[config.mk]
export PLATFORM = sky130hd
export DESIGN_NAME = mult_arbiter
export DESIGN_NICKNAME = d
export VERILOG_FILES = /design/src/rtl/mult_arbiter_pkg.sv /design/src/rtl/mult_arbiter_rr.sv /design/src/rtl/mult_arbiter.sv
export SDC_FILE = /design/constraint.sdc
export NUM_CORES = 1
export LEC_CHECK = 0
export BUFFER_PORTS_ARGS = -buffer_cell sky130_fd_sc_hd__buf_2
export CAP_MARGIN = 0
export CORE_AREA = 5 5 126 128
export CTS_CLUSTER_DIAMETER = 120
export DETAILED_ROUTE_END_ITERATION = 6
export DIE_AREA = 0 0 131 133
export GPL_TIMING_DRIVEN = 0
export PLACE_DENSITY = 0.71
export SLEW_MARGIN = 5
export SYNTH_ARGS = -nofsm -noshare
export SYNTH_HDL_FRONTEND = slang
export SYNTH_SLANG_ARGS = --single-unit
[constraint.sdc]
create_clock -name clk -period 1.7 [get_ports clk]
set_input_delay 0.085 -clock clk [delete_from_list [all_inputs] [get_ports clk]]
set_output_delay 0.085 -clock clk [all_outputs]
set_load 0.05 [all_outputs]
[src/rtl/mult_arbiter_pkg.sv]
// Shared constants and types for the multiplier arbiter.
// State encodings, datapath widths and the operand bundle.
package mult_arbiter_pkg;

  localparam int MULT_W       = 32;
  localparam int PROD_W       = 64;
  localparam int MULT_LATENCY = 33;

  localparam logic [1:0] S_IDLE  = 2'd0;
  localparam logic [1:0] S_ISSUE = 2'd1;
  localparam logic [1:0] S_WAIT  = 2'd2;
  localparam logic [1:0] S_RESP  = 2'd3;

  typedef struct packed {
    logic [MULT_W-1:0] op1;
    logic [MULT_W-1:0] op2;
  } operands_t;

endpackage

[src/rtl/mult_arbiter_rr.sv]
// Round-robin picker: first requester after last_i, cyclically.
// Pure combinational; any_o flags that some grant was made.
module rr_arbiter #(
  parameter int N  = 2,
  parameter int IW = (N > 1) ? $clog2(N) : 1
) (
  input  logic [N-1:0]  req_i,
  input  logic [IW-1:0] last_i,
  output logic [N-1:0]  gnt_o,
  output logic [IW-1:0] idx_o,
  output logic          any_o
);

  int          pos;
  logic [IW-1:0] j;

  always_comb begin
    gnt_o = '0;
    idx_o = '0;
    any_o = 1'b0;
    pos   = 0;
    j     = '0;
    for (int k = 1; k <= N; k++) begin
      pos = (int'(last_i) + k) % N;
      j   = IW'(pos);
      if (!any_o && req_i[j]) begin
        any_o    = 1'b1;
        gnt_o[j] = 1'b1;
        idx_o    = j;
      end
    end
  end

endmodule

[src/rtl/mult_arbiter.sv]
// Shares one iterative signed multiplier among NREQ requesters.
// One op in flight: IDLE -> ISSUE -> WAIT -> RESP, with a watchdog.
module mult_arbiter
  import mult_arbiter_pkg::*;
#(
  parameter int NREQ    = 2,
  parameter int TIMEOUT = 40
) (
  input  logic                   clk,
  input  logic                   reset,
  input  logic [NREQ-1:0]        req_valid,
  output logic [NREQ-1:0]        req_ready,
  input  logic [NREQ*MULT_W-1:0] req_op1,
  input  logic [NREQ*MULT_W-1:0] req_op2,
  output logic [NREQ-1:0]        resp_valid,
  input  logic [NREQ-1:0]        resp_ready,
  output logic [PROD_W-1:0]      resp_product,
  output logic                   resp_err,
  output logic                   mult_begin,
  output logic [MULT_W-1:0]      mult_op1,
  output logic [MULT_W-1:0]      mult_op2,
  input  logic [PROD_W-1:0]      product,
  input  logic                   mult_end,
  output logic                   busy
);

  localparam int IW = $clog2(NREQ);
  localparam int TW = $clog2(TIMEOUT);

  logic [1:0]        state_q, state_d;
  logic [IW-1:0]     last_q, last_d;
  logic [IW-1:0]     gnt_q, gnt_d;
  operands_t         op_q, op_d;
  logic [PROD_W-1:0] prod_q, prod_d;
  logic              err_q, err_d;
  logic [TW-1:0]     timer_q, timer_d;

  logic [NREQ-1:0]   arb_gnt;
  logic [IW-1:0]     arb_idx;
  logic              arb_any;
  operands_t         sel_op;

  rr_arbiter #(
    .N  (NREQ),
    .IW (IW)
  ) u_rr (
    .req_i  (req_valid),
    .last_i (last_q),
    .gnt_o  (arb_gnt),
    .idx_o  (arb_idx),
    .any_o  (arb_any)
  );

  always_comb begin
    sel_op = '0;
    for (int i = 0; i < NREQ; i++) begin
      if (arb_idx == IW'(i)) begin
        sel_op.op1 = req_op1[i*MULT_W +: MULT_W];
        sel_op.op2 = req_op2[i*MULT_W +: MULT_W];
      end
    end
  end

  always_comb begin
    state_d = state_q;
    last_d  = last_q;
    gnt_d   = gnt_q;
    op_d    = op_q;
    prod_d  = prod_q;
    err_d   = err_q;
    timer_d = timer_q;
    unique case (1'b1)
      (state_q == S_IDLE): begin
        if (arb_any) begin
          state_d = S_ISSUE;
          gnt_d   = arb_idx;
          op_d    = sel_op;
        end
      end
      (state_q == S_ISSUE): begin
        state_d = S_WAIT;
        timer_d = '0;
      end
      (state_q == S_WAIT): begin
        if (mult_end) begin
          state_d = S_RESP;
          prod_d  = product;
          err_d   = 1'b0;
        end else if (timer_q == TW'(TIMEOUT - 1)) begin
          // Multiplier never finished: report an abort with a zero product
          state_d = S_RESP;
          prod_d  = '0;
          err_d   = 1'b1;
        end else begin
          timer_d = timer_q + 1'b1;
        end
      end
      (state_q == S_RESP): begin
        if (resp_ready[gnt_q]) begin
          state_d = S_IDLE;
          last_d  = gnt_q;
        end
      end
      default: state_d = S_IDLE;
    endcase
  end

  always_ff @(posedge clk) begin
    if (reset) begin
      state_q <= S_IDLE;
      last_q  <= IW'(NREQ - 1);
      gnt_q   <= '0;
      op_q    <= '0;
      prod_q  <= '0;
      err_q   <= 1'b0;
      timer_q <= '0;
    end else begin
      state_q <= state_d;
      last_q  <= last_d;
      gnt_q   <= gnt_d;
      op_q    <= op_d;
      prod_q  <= prod_d;
      err_q   <= err_d;
      timer_q <= timer_d;
    end
  end

  always_comb begin
    req_ready = '0;
    if (!reset && state_q == S_IDLE) begin
      req_ready = arb_gnt;
    end
  end

  always_comb begin
    resp_valid = '0;
    if (!reset && state_q == S_RESP) begin
      resp_valid[gnt_q] = 1'b1;
    end
  end

  // Holding begin through reset restarts whatever the multiplier was doing
  assign mult_begin   = reset | (state_q == S_ISSUE);
  assign mult_op1     = op_q.op1;
  assign mult_op2     = op_q.op2;
  assign resp_product = prod_q;
  assign resp_err     = err_q;
  assign busy         = (state_q != S_IDLE);

endmodule
==> results_dict.tcl, run 1 <==
set metrics [dict create \
    clock_sinks 139 \
    grt_max_degree 17 \
    status "finished, final reports clean" \
    synth_area_per_cell_um2 10.84 \
    powerDensity_nw_per_um2 1641 \
    grt_pass1_vias 5873 \
    syn_nets 707 \
    layout_common_cells "buf_2, dfxtp_1, dlygate4sd3_1" \
    clkTransAtPathRegs_ns 0.06 \
    dp_hpwl_mm 14.40 \
    final_nets 1152 \
    crit_fanout 10 \
    via_per_inst 4.977 \
    hold_viol_final 0 \
    worst_pin_slew_ns 0.6462 \
    ys_ff_latch 139 \
    clock_latency_ns 0.41 \
    skew_ns 0.006422 \
    track_usage_pct 22.72 \
    p_int_uw 8787 \
    antenna_found_initial 0 \
    synth_area_um2 5453 \
    synth_seq_area_share_pct 51.03 \
    final_common_cell "buf_2" \
    setup_viol 0 \
    area_growth_pct 67.69 \
    crit_slowest_cell "dfxtp_1" \
    arrival_ns 1.94 \
    fp-row-count 45 \
    first_iter_violations 205 \
    core_um2 14750 \
    cts_htree_levels 4 \
    ant_nets 0 \
    met1_usage_pct 25.05 \
    cap_viol_max_count 0 \
    grt_pass1_wl_mm 30.82 \
    drive_above_1_share_pct 43.60 \
    end_kind "flop" \
    met2_usage_pct 39.11 \
    fp.dieW_um 131 \
    vdd.ir_drop.worst_mv 0.8959 \
    remaining_drc_errors 0 \
    power_frac_comb_pct 42.8 \
    top_usage_layer "met2" \
    fp.dieH_um 133 \
    rsz0062_at_grt "true" \
    p_seq_share_pct 29.1 \
    p_total_uw 15010 \
    place_inst 1023 \
    wl_per_cell_um 18.14 \
    sw_frac_of_total_pct 41.45 \
    totalWireLength_mm 20.85 \
    diodes 0 \
    met3_usage_pct 7.388 \
    synth.distinct_cells 38 \
    slew-limit-headroom_pct 56.92 \
    startpoint_type "flop" \
    max_stage_delay_ns 0.37 \
    gr-total-overflow 0 \
    crit_family "compound AO/OA/AOI/OAI gates" \
    p_clk_share_pct 28.1 \
    die-area_um2 17420 \
    port_buffers 332 \
    final_cells 1149 \
    whs_ns 0.01379 \
    syn-instance-count 503 \
    leakage_uw 0.004471 \
    fmax_mhz 607.7 \
    ioPinCount 334 \
    final_max_slew_viol_count 0 \
    cts_root_buf "clkbuf_16" \
    worst_hold_path_type "input pin to flop" \
    numCtsBuffers 17 \
    fin_crit_sh_pct 96.79 \
    cts_tree "yes" \
    crit_buf_inv 2 \
    vias 5718 \
    cts_buffer_depth 2 \
    path_class "flop to flop" \
    crit_chain "ha_1 > nand4b_4 > o21bai_4 > a21oi_4 > buf_12 > buf_6 > a22o_1" \
    start_util_pct 36.96 \
    min_period_ns 1.646 \
    firstDrtPassIters 4 \
    required_ns 1.99 \
    yosysWarningCount 0 \
    p_switching_uw 6221 \
    place.gp.congestion 0.7808 \
]
-- registers in the layout, indices dropped and copies added (netlist names) --
register and count:
gnt_q 1, last_q 1, mult_op1 32, mult_op2 32, resp_err 1, resp_product 64, state_q 2, timer_q 6
-- per-layer routing --
metal / part of all wire, % / routed length, um / up-vias
met4: 3.3 / 684 / 0
met3: 9.2 / 1925 / 43
met2: 49 / 10290 / 276
li1: - / - / 2765
met1: 38 / 7949 / 2634
met5: 0 / 0 / -
-- power by group through the flow --
stage	combinational (uW)	sequential, uW	clock [uW]
2_1_floorplan	2100	6660	0
3_3_place_gp	5920	4390	0
3_5_place_dp	5950	4390	0
4_1_cts	6260	4350	4280
5_1_grt	6850	4440	4430
6_report	6420	4370	4220
-- per-stage QoR --
stage	area [um2]	setup TNS, ns	worst slack, ns	utilization [%]
global route	9144	-0.1766	-0.02354	61.98
floorplan	5458	0	0.1475	-
global placement	7355	-11.13	-0.3340	49.86
finish	9144	0	0.05450	61.98
CTS	9030	-0.02646	-0.02646	61.21
detailed placement	7355	-14.03	-0.3409	49.86
-- worst register-to-register path, delay by kind of cell (launching register included) --
kind,cells,cell delay [ns]
AOI/OAI and AO/OA,3,0.46
adders and majority gates,1,0.25
buffers and inverters,2,0.29
DFF,1,0.37
and+or+nand+nor,1,0.16
-- final cells by class --
| type | instances | area [um2] |
|---|---|---|
| Clock buffer | 21 | 460.4 |
| Multi-Input combinational cell | 314 | 2436 |
| Sequential cell | 139 | 2788 |
| Inverter | 6 | 22.52 |
| Clock inverter | 11 | 215.2 |
| Fill cell | 1173 | 5608 |
| Buffer | 43 | 360.3 |
| Timing Repair Buffer | 427 | 2626 |
| Tap cell | 188 | 235.2 |
-- Yosys cell counts, drive strengths merged --
cell type / n / area share, %
nor2: 70 / 4.8
buf: 29 / 4.2
a31oi: 1 / 0.11
o211a: 2 / 0.37
nand2b: 1 / 0.11
a22o: 65 / 10
o21ai: 4 / 0.37
dfxtp: 139 / 51
a21oi: 7 / 0.92
a211oi: 64 / 8.8
clkbuf: 15 / 1.1
o311a: 1 / 0.18
o2111a: 1 / 0.21
o2111ai: 2 / 0.32
inv: 6 / 0.41
or2: 2 / 0.23
nand4b: 1 / 0.28
ha: 5 / 1.1
nor3b: 2 / 0.28
o41ai: 1 / 0.16
and3: 4 / 0.46
xnor2: 2 / 0.32
xor2: 2 / 0.32
o21bai: 1 / 0.21
mux2i: 65 / 12
o211ai: 1 / 0.14
nor3: 1 / 0.092
o21a: 4 / 0.55
nand2: 2 / 0.14
nor2b: 3 / 0.34
-- final timing paths --
| check | cells after the start | end | slack, ns | start |
|---|---|---|---|---|
| worst min-delay path | 3 | mult_op1[24] | 0.01 | req_op1[56] |
| worst max register to register | 7 | resp_product[7] | 0.05 | timer_q[0] |
| worst min register to register | 1 | resp_product[62] | 0.47 | resp_product[62] |
| worst max-delay path | 7 | resp_product[7] | 0.05 | timer_q[0] |
-- kinds of logic (layout without fill, tap and decap cells) --
group	after synthesis	count (layout)	share of synthesized area (%)
compound gates	154	154	22.79
flops	139	139	51.03
simple gates	86	86	6.746
mux	65	65	11.93
buf+inv	50	508	5.713
fa+ha+maj	5	5	1.147
xor+xnor	4	4	0.6426
-- repair_timing --
action | 4_1_cts | 5_1_grt
hold buffers | 92 | 0
setup endpoints to repair | 123 | 116
pin swaps | 1 | 4
buffers inserted | 2 | 1
hold endpoints to repair | 84 | 0
resized for setup | 26 | 27
(Power assumes the default switching activity.)
==> inputs of run 2 (changes only) <==
--- a/config.mk
+++ b/config.mk
@@ -13,6 +13,7 @@
 export DIE_AREA = 0 0 131 133
 export GPL_TIMING_DRIVEN = 0
 export PLACE_DENSITY = 0.71
+export RECOVER_POWER = 100
 export SLEW_MARGIN = 5
 export SYNTH_ARGS = -nofsm -noshare
 export SYNTH_HDL_FRONTEND = slang
==> results_dict.tcl, run 2 (same netlist as run 1, synthesis figures left out) <==
set metrics [dict create \
    status "finished, final reports clean" \
    crit_fanout 10 \
    clkTransAtPathRegs_ns 0.06 \
    fp.dieH_um 133 \
    power_frac_comb_pct 42.0 \
    path_class "flop to flop" \
    sw_frac_of_total_pct 42.02 \
    required_ns 2.00 \
    end_kind "flop" \
    multiInputGateArea_um2 2436 \
    diodes 0 \
    ant_nets 0 \
    wl_per_cell_um 18.21 \
    min_period_ns 1.645 \
    start_util_pct 36.96 \
    drive_above_1_share_pct 30.18 \
    gr-total-overflow 0 \
    final_util_pct 60.89 \
    p_clk_share_pct 28.4 \
    fmax_mhz 608.0 \
    clock_sinks 139 \
    numCtsBuffers 17 \
    remaining_drc_errors 0 \
    grt_pass1_vias 5873 \
    vdd.ir_drop.worst_mv 0.8897 \
    fin_crit_sh_pct 96.74 \
    core_um2 14750 \
    crit_slowest_cell "dfxtp_1" \
    final_common_cell "buf_2" \
    setup_viol 0 \
    fp-row-count 45 \
    area_growth_pct 64.73 \
    final-seq-area_um2 2788 \
    worst_pin_slew_ns 0.7477 \
    dp_hpwl_mm 14.40 \
    setup_ws_ns 0.05540 \
    p_switching_uw 6235 \
    worst_hold_path_type "input pin to flop" \
    powerDensity_nw_per_um2 1652 \
    final_max_slew_viol_count 0 \
    final_cells 1149 \
    max_stage_delay_ns 0.37 \
    final_nets 1152 \
    vias 5724 \
    largest_reg_flops 64 \
    via_per_inst 4.982 \
    cts_htree_levels 4 \
    clock_latency_ns 0.41 \
    grt_pass1_wl_mm 30.82 \
    firstDrtPassIters 4 \
    cts_buffer_depth 2 \
    totalWireLength_mm 20.92 \
    ioPinCount 334 \
    die-area_um2 17420 \
    fp.dieW_um 131 \
    place.gp.congestion 0.7808 \
    first_iter_violations 230 \
    cap_viol_max_count 0 \
    slew-limit-headroom_pct 50.36 \
    leakage_uw 0.003953 \
    crit_chain "ha_1 > nand4b_4 > o21bai_4 > a21oi_4 > buf_12 > buf_6 > a22o_1" \
    skew_ns 0.006504 \
    port_buffers 332 \
    track_usage_pct 22.72 \
    cts_root_buf "clkbuf_16" \
    cts_tree "yes" \
    startpoint_type "flop" \
    layout_common_cells "buf_2, clkbuf_1, dfxtp_1" \
    p_total_uw 14840 \
    p_int_uw 8603 \
    arrival_ns 1.94 \
    p_seq_share_pct 29.6 \
    grt_max_degree 17 \
    fill_cells 1247 \
    rsz0062_at_grt "true" \
    pre_cts_ws_ns -0.3409 \
    hold_viol_final 0 \
    place_inst 1023 \
    setup_tns_ns 0 \
    antenna_found_initial 0 \
]
run 2: power groups by stage:
stage	Sequential [uW]	Clock, uW	Combinational (uW)
2_1_floorplan	6660	0	2100
6_report	4390	4220	6230
3_5_place_dp	4390	0	5950
4_1_cts	4350	4280	6260
3_3_place_gp	4390	0	5920
5_1_grt	4460	4430	6660
run 2: worst paths after layout:
check	start	end	depth (start not counted)	slack [ns]
max	timer_q[0]	resp_product[18]	7	0.06
min	req_op1[56]	mult_op1[24]	3	0.02
max reg2reg	timer_q[0]	resp_product[18]	7	0.06
min reg2reg	resp_product[5]	resp_product[5]	1	0.47
run 2: stage by stage:
step	hold WS (ns)	instance area [um2]
final	0.01731	8982
after global routing	0.01762	8982
after CTS	0.0001750	9030
after detailed placement	0.3065	7355
after global placement	0.3005	7355
after floorplan	0.2176	5458
run 2: what timing repair did:
action                                 CTS  global route
gates resized for setup                 26            27
hold buffers                            92             0
endpoints found under the hold margin   84             0
buffers inserted                         2             1
setup endpoints to repair              123           116
pin swaps                                1             4
run 2: layer usage:
| layer | part of all wire (%) | track usage [%] |
|---|---|---|
| met5 | 0 | 0 |
| met4 | 3.5 | 10.34 |
| met3 | 9.5 | 7.388 |
| met2 | 49 | 39.11 |
| met1 | 38 | 25.05 |
run 2: worst max-delay path, delay by kind of cell (launching register included):
| kind | cells | cell delay, ns |
|---|---|---|
| AO/OA/AOI/OAI | 3 | 0.47 |
| flip-flops | 1 | 0.37 |
| buffers and inverters | 2 | 0.28 |
| adder cells (fa/ha/maj) | 1 | 0.25 |
| AND/OR/NAND/NOR | 1 | 0.16 |
run 2: final cells by class:
class	instances	area share, %
Sequential cell	139	31.03
Clock inverter	11	2.396
Inverter	6	0.2507
Buffer	43	4.012
Timing Repair Buffer	427	27.44
Multi-Input combinational cell	314	27.12
Tap cell	188	2.619
Clock buffer	21	5.126
